[config.mk]
export PLATFORM = sky130hd
export DESIGN_NAME = controlador_edicion_rtc
export DESIGN_NICKNAME = d
export VERILOG_FILES = /design/src/rtl/controlador_edicion_rtc_pkg.sv /design/src/rtl/controlador_edicion_rtc_bcd_ajuste.sv /design/src/rtl/controlador_edicion_rtc.sv
export SDC_FILE = /design/constraint.sdc
export NUM_CORES = 1
export LEC_CHECK = 0
export CAP_MARGIN = 25
export CORE_ASPECT_RATIO = 2
export CORE_MARGIN = 5
export CORE_UTILIZATION = 48
export CTS_BUF_LIST = sky130_fd_sc_hd__clkbuf_4
export CTS_CLUSTER_SIZE = 12
export DETAILED_ROUTE_END_ITERATION = 10
export PLACE_DENSITY = 0.91
export SYNTH_ARGS = -nofsm -noshare
export SYNTH_HDL_FRONTEND = slang
export SYNTH_SLANG_ARGS = --single-unit
[constraint.sdc]
create_clock -name clk -period 3.4 [get_ports clk]
set_clock_uncertainty 0.1 [all_clocks]
set_input_delay 0.34 -clock clk [delete_from_list [all_inputs] [get_ports clk]]
set_output_delay 0.34 -clock clk [all_outputs]
set_load 0.05 [all_outputs]
[src/rtl/controlador_edicion_rtc_pkg.sv]
// -----------------------------------------------------------------------------
// controlador_edicion_rtc_pkg
// Shared definitions for the RTC edit controller:
//   - group encodings (hora / fecha / crono)
//   - edit FSM state encodings
//   - per-field packed-BCD limits and small helpers to look them up
//   - field-flag one-hot helper (bit order hh,mh,sh,df,mf,af,hc,mc,sc = 0..8)
// -----------------------------------------------------------------------------
package controlador_edicion_rtc_pkg;

    typedef enum logic [1:0] {
        GRP_HORA  = 2'd0,
        GRP_FECHA = 2'd1,
        GRP_CRONO = 2'd2
    } grupo_e;

    typedef enum logic [1:0] {
        EST_IDLE   = 2'd0,
        EST_EDIT   = 2'd1,
        EST_COMMIT = 2'd2
    } estado_e;

    localparam logic [7:0] HORA_MIN   = 8'h00;
    localparam logic [7:0] HORA_MAX   = 8'h23;
    localparam logic [7:0] MINSEG_MIN = 8'h00;
    localparam logic [7:0] MINSEG_MAX = 8'h59;
    localparam logic [7:0] DIA_MIN    = 8'h01;
    localparam logic [7:0] DIA_MAX    = 8'h31;
    localparam logic [7:0] MES_MIN    = 8'h01;
    localparam logic [7:0] MES_MAX    = 8'h12;
    localparam logic [7:0] ANO_MIN    = 8'h00;
    localparam logic [7:0] ANO_MAX    = 8'h99;

    // Lower limit of field c (0..2) of group g.
    function automatic logic [7:0] campo_min(input logic [1:0] g, input logic [1:0] c);
        logic [7:0] r;
        case (g)
            GRP_FECHA: begin
                case (c)
                    2'd0:    r = DIA_MIN;
                    2'd1:    r = MES_MIN;
                    default: r = ANO_MIN;
                endcase
            end
            default: begin
                case (c)
                    2'd0:    r = HORA_MIN;
                    default: r = MINSEG_MIN;
                endcase
            end
        endcase
        return r;
    endfunction

    // Upper limit of field c (0..2) of group g.
    function automatic logic [7:0] campo_max(input logic [1:0] g, input logic [1:0] c);
        logic [7:0] r;
        case (g)
            GRP_FECHA: begin
                case (c)
                    2'd0:    r = DIA_MAX;
                    2'd1:    r = MES_MAX;
                    default: r = ANO_MAX;
                endcase
            end
            default: begin
                case (c)
                    2'd0:    r = HORA_MAX;
                    default: r = MINSEG_MAX;
                endcase
            end
        endcase
        return r;
    endfunction

    // Loaded value: anything that is not a legal BCD value inside the field
    // range is replaced by the field minimum so the editor never starts from
    // a value the increment/decrement logic cannot step from.
    function automatic logic [7:0] bcd_cargar(input logic [7:0] v,
                                              input logic [7:0] mn,
                                              input logic [7:0] mx);
        logic [7:0] r;
        if ((v[7:4] > 4'd9) || (v[3:0] > 4'd9) || (v < mn) || (v > mx)) begin
            r = mn;
        end else begin
            r = v;
        end
        return r;
    endfunction

    function automatic logic [1:0] grupo_siguiente(input logic [1:0] g);
        logic [1:0] r;
        case (g)
            GRP_HORA:  r = GRP_FECHA;
            GRP_FECHA: r = GRP_CRONO;
            default:   r = GRP_HORA;
        endcase
        return r;
    endfunction

    function automatic logic [1:0] cursor_siguiente(input logic [1:0] c);
        logic [1:0] r;
        case (c)
            2'd0:    r = 2'd1;
            2'd1:    r = 2'd2;
            default: r = 2'd0;
        endcase
        return r;
    endfunction

    // One-hot field flag for (group, cursor).
    function automatic logic [8:0] bandera_onehot(input logic [1:0] g, input logic [1:0] c);
        logic [8:0] r;
        r = 9'd0;
        case ({g, c})
            4'b00_00: r[0] = 1'b1;
            4'b00_01: r[1] = 1'b1;
            4'b00_10: r[2] = 1'b1;
            4'b01_00: r[3] = 1'b1;
            4'b01_01: r[4] = 1'b1;
            4'b01_10: r[5] = 1'b1;
            4'b10_00: r[6] = 1'b1;
            4'b10_01: r[7] = 1'b1;
            4'b10_10: r[8] = 1'b1;
            default:  r = 9'd0;
        endcase
        return r;
    endfunction

endpackage

[src/rtl/controlador_edicion_rtc_bcd_ajuste.sv]
// -----------------------------------------------------------------------------
// bcd_ajuste
// Combinational increment/decrement of one packed-BCD byte with wrap between
// lim_min and lim_max. inc and dec together (or neither) pass the value through.
// Ports:
//   valor      in  8  current BCD value (assumed legal, inside the limits)
//   lim_min    in  8  field minimum (BCD)
//   lim_max    in  8  field maximum (BCD)
//   inc, dec   in  1  step requests
//   resultado  out 8  adjusted BCD value
// -----------------------------------------------------------------------------
module bcd_ajuste (
    input  logic [7:0] valor,
    input  logic [7:0] lim_min,
    input  logic [7:0] lim_max,
    input  logic       inc,
    input  logic       dec,
    output logic [7:0] resultado
);

    // BCD step with decimal carry/borrow between the nibbles and range wrap.
    always_comb begin
        resultado = valor;
        if (inc && !dec) begin
            if (valor >= lim_max) begin
                resultado = lim_min;
            end else if (valor[3:0] >= 4'd9) begin
                resultado = {valor[7:4] + 4'd1, 4'd0};
            end else begin
                resultado = {valor[7:4], valor[3:0] + 4'd1};
            end
        end else if (dec && !inc) begin
            if (valor <= lim_min) begin
                resultado = lim_max;
            end else if (valor[3:0] == 4'd0) begin
                resultado = {valor[7:4] - 4'd1, 4'd9};
            end else begin
                resultado = {valor[7:4], valor[3:0] - 4'd1};
            end
        end else begin
            resultado = valor;
        end
    end

endmodule

[src/rtl/controlador_edicion_rtc.sv]
// -----------------------------------------------------------------------------
// controlador_edicion_rtc
// Edit sequencer for the RTC time / date / chronometer overlay fields.
// IDLE: btn_mode cycles the group, btn_edit captures the group into the edit
// buffer. EDIT: btn_next moves the cursor, btn_up/btn_down step the field,
// btn_edit commits (one-cycle wr_strobe), inactivity abandons the edit.
// Optional build macro CTRL_EDIT_BLINK_EN: blinks the active field flag.
// Ports:
//   clk, reset (async, active low)
//   btn_mode, btn_edit, btn_next, btn_up, btn_down  single-cycle pulses
//   hora..c_seg   in  8   current packed-BCD values
//   val0..val2    out 8   edit buffer for the selected group
//   grp           out 2   0 hora, 1 fecha, 2 crono
//   editing       out 1   high in EDIT
//   bandera_*     out 1   field-under-cursor flags (registered)
//   wr_strobe     out 1   one-cycle commit pulse
// -----------------------------------------------------------------------------
module controlador_edicion_rtc
    import controlador_edicion_rtc_pkg::*;
#(
    parameter int unsigned TIMEOUT_CYC = 32'd500_000_000,
    parameter int unsigned BLINK_DIV   = 32'd25_000_000
) (
    input  logic       clk,
    input  logic       reset,
    input  logic       btn_mode,
    input  logic       btn_edit,
    input  logic       btn_next,
    input  logic       btn_up,
    input  logic       btn_down,
    input  logic [7:0] hora,
    input  logic [7:0] min,
    input  logic [7:0] seg,
    input  logic [7:0] dia,
    input  logic [7:0] mes,
    input  logic [7:0] ano,
    input  logic [7:0] c_hora,
    input  logic [7:0] c_min,
    input  logic [7:0] c_seg,
    output logic [7:0] val0,
    output logic [7:0] val1,
    output logic [7:0] val2,
    output logic [1:0] grp,
    output logic       editing,
    output logic       bandera_hh,
    output logic       bandera_mh,
    output logic       bandera_sh,
    output logic       bandera_df,
    output logic       bandera_mf,
    output logic       bandera_af,
    output logic       bandera_hc,
    output logic       bandera_mc,
    output logic       bandera_sc,
    output logic       wr_strobe
);

    localparam int unsigned TW = (TIMEOUT_CYC > 32'd1) ? $clog2(TIMEOUT_CYC) : 32'd1;
    localparam logic [TW-1:0] TOUT_ULT = TW'(TIMEOUT_CYC - 32'd1);

    estado_e     estado_r, estado_s;
    logic [1:0]  grp_r, grp_s;
    logic [1:0]  cursor_r, cursor_s;
    logic [7:0]  val_r [3];
    logic [7:0]  val_s [3];
    logic [7:0]  entrada_s [3];
    logic [TW-1:0] tout_r, tout_s;
    logic        btn_any_s;
    logic        tout_fin_s;
    logic [7:0]  aj_valor_s, aj_min_s, aj_max_s, aj_res_s;
    logic        aj_inc_s, aj_dec_s;
    logic        fase_act_s;
    logic        editing_s, editing_r;
    logic        wr_strobe_s, wr_strobe_r;
    logic [8:0]  bandera_s, bandera_r;

    assign btn_any_s  = btn_mode | btn_edit | btn_next | btn_up | btn_down;
    assign tout_fin_s = (tout_r == TOUT_ULT);

    // Current values of the selected group, field order 0/1/2.
    always_comb begin
        case (grp_r)
            GRP_FECHA: begin
                entrada_s[0] = dia;
                entrada_s[1] = mes;
                entrada_s[2] = ano;
            end
            GRP_CRONO: begin
                entrada_s[0] = c_hora;
                entrada_s[1] = c_min;
                entrada_s[2] = c_seg;
            end
            default: begin
                entrada_s[0] = hora;
                entrada_s[1] = min;
                entrada_s[2] = seg;
            end
        endcase
    end

    // Single shared adjuster fed with the field under the cursor.
    always_comb begin
        case (cursor_r)
            2'd1:    aj_valor_s = val_r[1];
            2'd2:    aj_valor_s = val_r[2];
            default: aj_valor_s = val_r[0];
        endcase
        aj_min_s = campo_min(grp_r, cursor_r);
        aj_max_s = campo_max(grp_r, cursor_r);
        aj_inc_s = btn_up & ~btn_down;
        aj_dec_s = btn_down & ~btn_up;
    end

    bcd_ajuste u_bcd_ajuste (
        .valor     (aj_valor_s),
        .lim_min   (aj_min_s),
        .lim_max   (aj_max_s),
        .inc       (aj_inc_s),
        .dec       (aj_dec_s),
        .resultado (aj_res_s)
    );

    // FSM state register.
    always_ff @(posedge clk or negedge reset) begin
        if (!reset) begin
            estado_r <= EST_IDLE;
        end else begin
            estado_r <= estado_s;
        end
    end

    // FSM next state; btn_edit in EDIT wins over everything including timeout.
    always_comb begin
        case (estado_r)
            EST_IDLE: begin
                if (btn_edit) begin
                    estado_s = EST_EDIT;
                end else begin
                    estado_s = EST_IDLE;
                end
            end
            EST_EDIT: begin
                if (btn_edit) begin
                    estado_s = EST_COMMIT;
                end else if (!btn_any_s && tout_fin_s) begin
                    estado_s = EST_IDLE;
                end else begin
                    estado_s = EST_EDIT;
                end
            end
            EST_COMMIT: estado_s = EST_IDLE;
            default:    estado_s = EST_IDLE;
        endcase
    end

    // Next values of group, cursor, edit buffer and inactivity counter.
    always_comb begin
        grp_s    = grp_r;
        cursor_s = cursor_r;
        tout_s   = tout_r;
        for (int i = 0; i < 3; i++) begin
            val_s[i] = val_r[i];
        end
        case (estado_r)
            EST_IDLE: begin
                tout_s = '0;
                if (btn_edit) begin
                    cursor_s = 2'd0;
                    for (int i = 0; i < 3; i++) begin
                        val_s[i] = bcd_cargar(entrada_s[i],
                                              campo_min(grp_r, 2'(i)),
                                              campo_max(grp_r, 2'(i)));
                    end
                end else if (btn_mode) begin
                    grp_s = grupo_siguiente(grp_r);
                end else begin
                    grp_s = grp_r;
                end
            end
            EST_EDIT: begin
                if (btn_edit || btn_any_s || tout_fin_s) begin
                    tout_s = '0;
                end else begin
                    tout_s = tout_r + TW'(1'b1);
                end
                if (!btn_edit) begin
                    // Adjustment uses the old cursor; the cursor advances afterwards.
                    if (aj_inc_s || aj_dec_s) begin
                        case (cursor_r)
                            2'd1:    val_s[1] = aj_res_s;
                            2'd2:    val_s[2] = aj_res_s;
                            default: val_s[0] = aj_res_s;
                        endcase
                    end else begin
                        val_s[0] = val_r[0];
                    end
                    if (btn_next) begin
                        cursor_s = cursor_siguiente(cursor_r);
                    end else begin
                        cursor_s = cursor_r;
                    end
                end else begin
                    cursor_s = cursor_r;
                end
            end
            default: tout_s = '0;
        endcase
    end

    // Group, cursor, edit buffer and inactivity counter registers.
    always_ff @(posedge clk or negedge reset) begin
        if (!reset) begin
            grp_r    <= 2'd0;
            cursor_r <= 2'd0;
            tout_r   <= '0;
            for (int i = 0; i < 3; i++) begin
                val_r[i] <= 8'h00;
            end
        end else begin
            grp_r    <= grp_s;
            cursor_r <= cursor_s;
            tout_r   <= tout_s;
            for (int i = 0; i < 3; i++) begin
                val_r[i] <= val_s[i];
            end
        end
    end

`ifdef CTRL_EDIT_BLINK_EN
    localparam int unsigned BW = (BLINK_DIV > 32'd1) ? $clog2(BLINK_DIV) : 32'd1;
    localparam logic [BW-1:0] BLINK_ULT = BW'(BLINK_DIV - 32'd1);

    logic [BW-1:0] blink_cnt_r, blink_cnt_s;
    logic          fase_r, fase_s;
    logic          reinicio_s;

    // Blink phase: restarts "on" when entering EDIT, moving the cursor or changing a value.
    always_comb begin
        reinicio_s = (estado_r != EST_EDIT) || (cursor_s != cursor_r) ||
                     (val_s[0] != val_r[0]) || (val_s[1] != val_r[1]) ||
                     (val_s[2] != val_r[2]);
        if (estado_s != EST_EDIT) begin
            blink_cnt_s = '0;
            fase_s      = 1'b1;
        end else if (reinicio_s) begin
            blink_cnt_s = '0;
            fase_s      = 1'b1;
        end else if (blink_cnt_r == BLINK_ULT) begin
            blink_cnt_s = '0;
            fase_s      = ~fase_r;
        end else begin
            blink_cnt_s = blink_cnt_r + BW'(1'b1);
            fase_s      = fase_r;
        end
    end

    // Blink counter and phase registers.
    always_ff @(posedge clk or negedge reset) begin
        if (!reset) begin
            blink_cnt_r <= '0;
            fase_r      <= 1'b1;
        end else begin
            blink_cnt_r <= blink_cnt_s;
            fase_r      <= fase_s;
        end
    end

    assign fase_act_s = fase_s;
`else
    assign fase_act_s = 1'b1;
`endif

    // Next registered outputs, decoded from the next state so they align with it.
    always_comb begin
        editing_s   = (estado_s == EST_EDIT);
        wr_strobe_s = (estado_s == EST_COMMIT);
        if (estado_s == EST_EDIT) begin
            bandera_s = bandera_onehot(grp_s, cursor_s) & {9{fase_act_s}};
        end else begin
            bandera_s = 9'd0;
        end
    end

    // Output registers.
    always_ff @(posedge clk or negedge reset) begin
        if (!reset) begin
            editing_r   <= 1'b0;
            wr_strobe_r <= 1'b0;
            bandera_r   <= 9'd0;
        end else begin
            editing_r   <= editing_s;
            wr_strobe_r <= wr_strobe_s;
            bandera_r   <= bandera_s;
        end
    end

    assign val0      = val_r[0];
    assign val1      = val_r[1];
    assign val2      = val_r[2];
    assign grp       = grp_r;
    assign editing   = editing_r;
    assign wr_strobe = wr_strobe_r;
    assign {bandera_sc, bandera_mc, bandera_hc,
            bandera_af, bandera_mf, bandera_df,
            bandera_sh, bandera_mh, bandera_hh} = bandera_r;

endmodule

==> flow_summary.yaml <==
run_status:
  status: "finished clean"
pwr:
  p_leak_nw: 2.95
  comb_power_share_pct: 76.4
  switching_share_pct: 52.9
  irDropWorstVdd_mv: 0.436
  intPower_mw: 3.38
  p_seq_share_pct: 17.1
  power.share.clock_pct: 6.5
  total_power_mw: 7.17
  p_switching_mw: 3.79
  power_density_mw_per_mm2: 1000
global_route:
  grtUsageTotal_pct: 28.2
  grt_pass1_vias: 5839
  grt_pass1_wl_um: 29000
  grt_max_degree: 33
  overflow: 0
  grt_antenna_before_repair: 1
timing:
  slew_headroom_pct: 36.7
  period_minus_slack_ns: 3.33
  fmax_ghz: 0.301
  layout_setup_ws_ns: 0.0742
  worst_pin_slew_ns: 0.947
  setup_viol: 0
  hold_violations: 0
  setup_tns_ns: 0
  fin_crit_sh_pct: 97.8
  whs_ns: 0.438
  final_max_slew_viol_count: 0
die:
  io_pins: 116
  placementRows: 53
  fp.coreArea_mm2: 0.0105
  die-area_mm2: 0.0131
  start_util_pct: 49.1
  die_height_um: 157
  chipWidth_um: 83.4
setup_path:
  required_ns: 3.61
  critPathCaptureType: "flip-flop"
  crit_type: "flip-flop to flip-flop"
  cp.arrival_ns: 3.54
  r2r_slack_ns: 0.07
  critical_path.max_fanout: 12
  ff2ff_path_depth: 12
  startpoint_type: "flip-flop"
clocking:
  cts_sinks: 70
  cts_tree: "yes"
  cts_buffers: 9
  cts_max_level: 3
  insertion_delay_ns: 0.42
  clockRootBuffer: "clkbuf_4"
  clk_path_buf_depth: 2
  clkSlewWorstSetupHoldPaths_ns: 0.13
logic_synthesis:
  synth_top_family_by_area: "simple AND/OR/NAND/NOR gates"
  synth_fa_ha_area_share_pct: 7.01
  syn-num-nets: 727
  synth_xor_area_share_pct: 4.23
  synth_ff_type: "dfrtp_1"
  ys_warn_count: 0
  synth_cell_types: 72
  synth_edf_count: 0
  muxShareOfSynthArea_pct: 1.96
  ys_seq_area_share_pct: 33.9
  ys_ff_latch: 70
  synth-compound-area-share_pct: 23.6
  syn-cell-area_mm2: 0.00517
  async_flop_share_pct: 100
  netlist_instances: 619
  syn_avg_cell_area_um2: 8.36
  yosys.area_share.simple_pct: 24.6
flow_run:
  drv_cap: 0
placement:
  port_buffers: 115
  gp_congestion: 0.977
  place_area_mm2: 0.00683
  hpwlAfterDp_um: 15200
  dp_slack_ns: -0.192
min_path:
  holdCritPathClass: "input pin to asynchronous set/reset pin"
finish:
  drive_above_1_share_pct: 17.7
  nets: 896
  postLayoutCellArea_mm2: 0.00716
  areaGrowthSynthToFinish_pct: 38.3
route:
  ant_nets: 0
  drt_first_pass_iters: 5
  wl_um: 19000
  avgViaCountPerCell: 6.20
  via_count: 5772
  first_iter_violations: 422
  wl_per_cell_um: 20.4
  drc_errors: 0
==> routing by layer <==
| layer | track usage [%] | vias to the layer above | wire length, µm |
|---|---|---|---|
| met3 | 3.27 | 115 | 1010 |
| met5 | 0 | - | 0 |
| met2 | 56.7 | 322 | 10600 |
| met4 | 19.7 | 0 | 1530 |
| met1 | 25.2 | 2747 | 5780 |
| li1 | - | 2588 | - |
==> worst paths after layout <==
check	endpoint	from
max in group asynchronous	tout_r[19]$_DFF_PN0_	reset
min in group clk	tout_r[0]$_DFF_PN0_	tout_r[0]$_DFF_PN0_
setup reg to reg	val1[6]$_DFFE_PN0P_	grp[1]$_DFF_PN0_
hold / removal	grp[0]$_DFF_PN0_	reset
setup / recovery	val1[6]$_DFFE_PN0P_	grp[1]$_DFF_PN0_
hold reg to reg	tout_r[0]$_DFF_PN0_	tout_r[0]$_DFF_PN0_
==> area by class of cell <==
type,count,area [µm²]
multi-input combinational,491,3320
timing repair buffer,183,1660
clock inverter,6,38.8
tap,137,171
clock buffer,10,75.1
antenna,1,2.50
inverter,33,129
fill,803,3390
sequential,70,1750
==> what timing repair did <==
item | 4_1_cts | 5_1_grt
pin swaps | 3 | 5
setup buffers | 2 | 5
gates resized for setup | 16 | 18
endpoints found under the hold margin | 30 | 0
hold buffers | 1 | 0
setup endpoints to repair | 10 | 22
==> placed cells by master, fill, tap and decap left out, drive strengths merged, types with 10 or more instances in the layout <==
cell	instances
clkbuf	10
nand3	17
inv	34
nand4	11
buf	68
a21oi	44
clkdlybuf4s50	114
nand2b	16
ha	29
o21ai	18
xor2	11
nand2	40
xnor2	14
dfrtp	70
nor2	110
nor3	12
a22oi	23
a31oi	25
==> per-stage QoR <==
step	util (%)	std cells
2_1_floorplan	-	619
3_3_place_gp	64.7	906
3_5_place_dp	64.7	906
4_1_cts	66.8	925
5_1_grt	67.9	931
6_report	67.9	931
==> power groups by stage <==
stage / sequential (mW) / combinational [mW] / clock (mW)
after floorplan: 1.75 / 2.69 / 0
after global placement: 1.22 / 4.96 / 0
after detailed placement: 1.23 / 5.05 / 0
after CTS: 1.21 / 5.23 / 0.467
after global routing: 1.24 / 5.88 / 0.501
final: 1.23 / 5.48 / 0.464
==> worst max-delay path, stage by stage, from the launching register on <==
cell and delay (ns):
dfrtp_2 0.47, inv_4 0.08, ha_4 0.20, buf_4 0.18, buf_4 0.18, a22o_1 0.23, o21ai_0 0.55, nand2_1 0.11
nor4b_1 0.43, nor4_2 0.12, buf_4 0.17, a21oi_1 0.29, a21oi_1 0.11
==> cells by family (layout without fill, tap and decap cells) <==
kind of cell             after synthesis  after routing
flip-flops                            70             70
XOR/XNOR                              25             25
other                                  0              1
AND/OR/NAND/NOR                      258            258
AO/OA/AOI/OAI                        169            169
adder cells (fa/ha/maj)               29             29
buffers and inverters                 58            232
multiplexers                          10             10
==> sequential cells by signal (all words and copies together) (netlist names) <==
register and count:
bandera_r 9, cursor_r 2, editing 1, estado_r 2, grp 2, tout_r 29
val0 8, val1 8, val2 8, wr_strobe 1
==> cells in the mapped netlist, types with 4 or more instances <==
cell	number	area, µm²
inv_1	31	116
nor2_1	110	413
nor4_1	5	31.3
nand2_1	40	150
o211ai_1	7	52.6
mux2i_1	9	90.1
a22o_1	8	70.1
nor3_1	12	60.1
o21ai_0	17	85.1
ha_1	29	363
clkbuf_1	16	60.1
xnor2_1	14	123
or3_1	7	43.8
o22ai_1	4	25.0
nand4_1	11	68.8
or4_1	4	30.0
a21o_1	7	52.6
xor2_1	11	96.3
dfrtp_1	70	1750
or2_2	4	25.0
and3_1	8	50.1
a21oi_1	40	200
nor4b_1	4	35.0
nand3_1	17	85.1
nor2b_1	6	37.5
buf_2	4	20.0
a22oi_1	20	150
a31oi_1	23	144
nand2b_1	16	100
a21oi_2	4	35.0
Power figures use the tool's default switching activity.
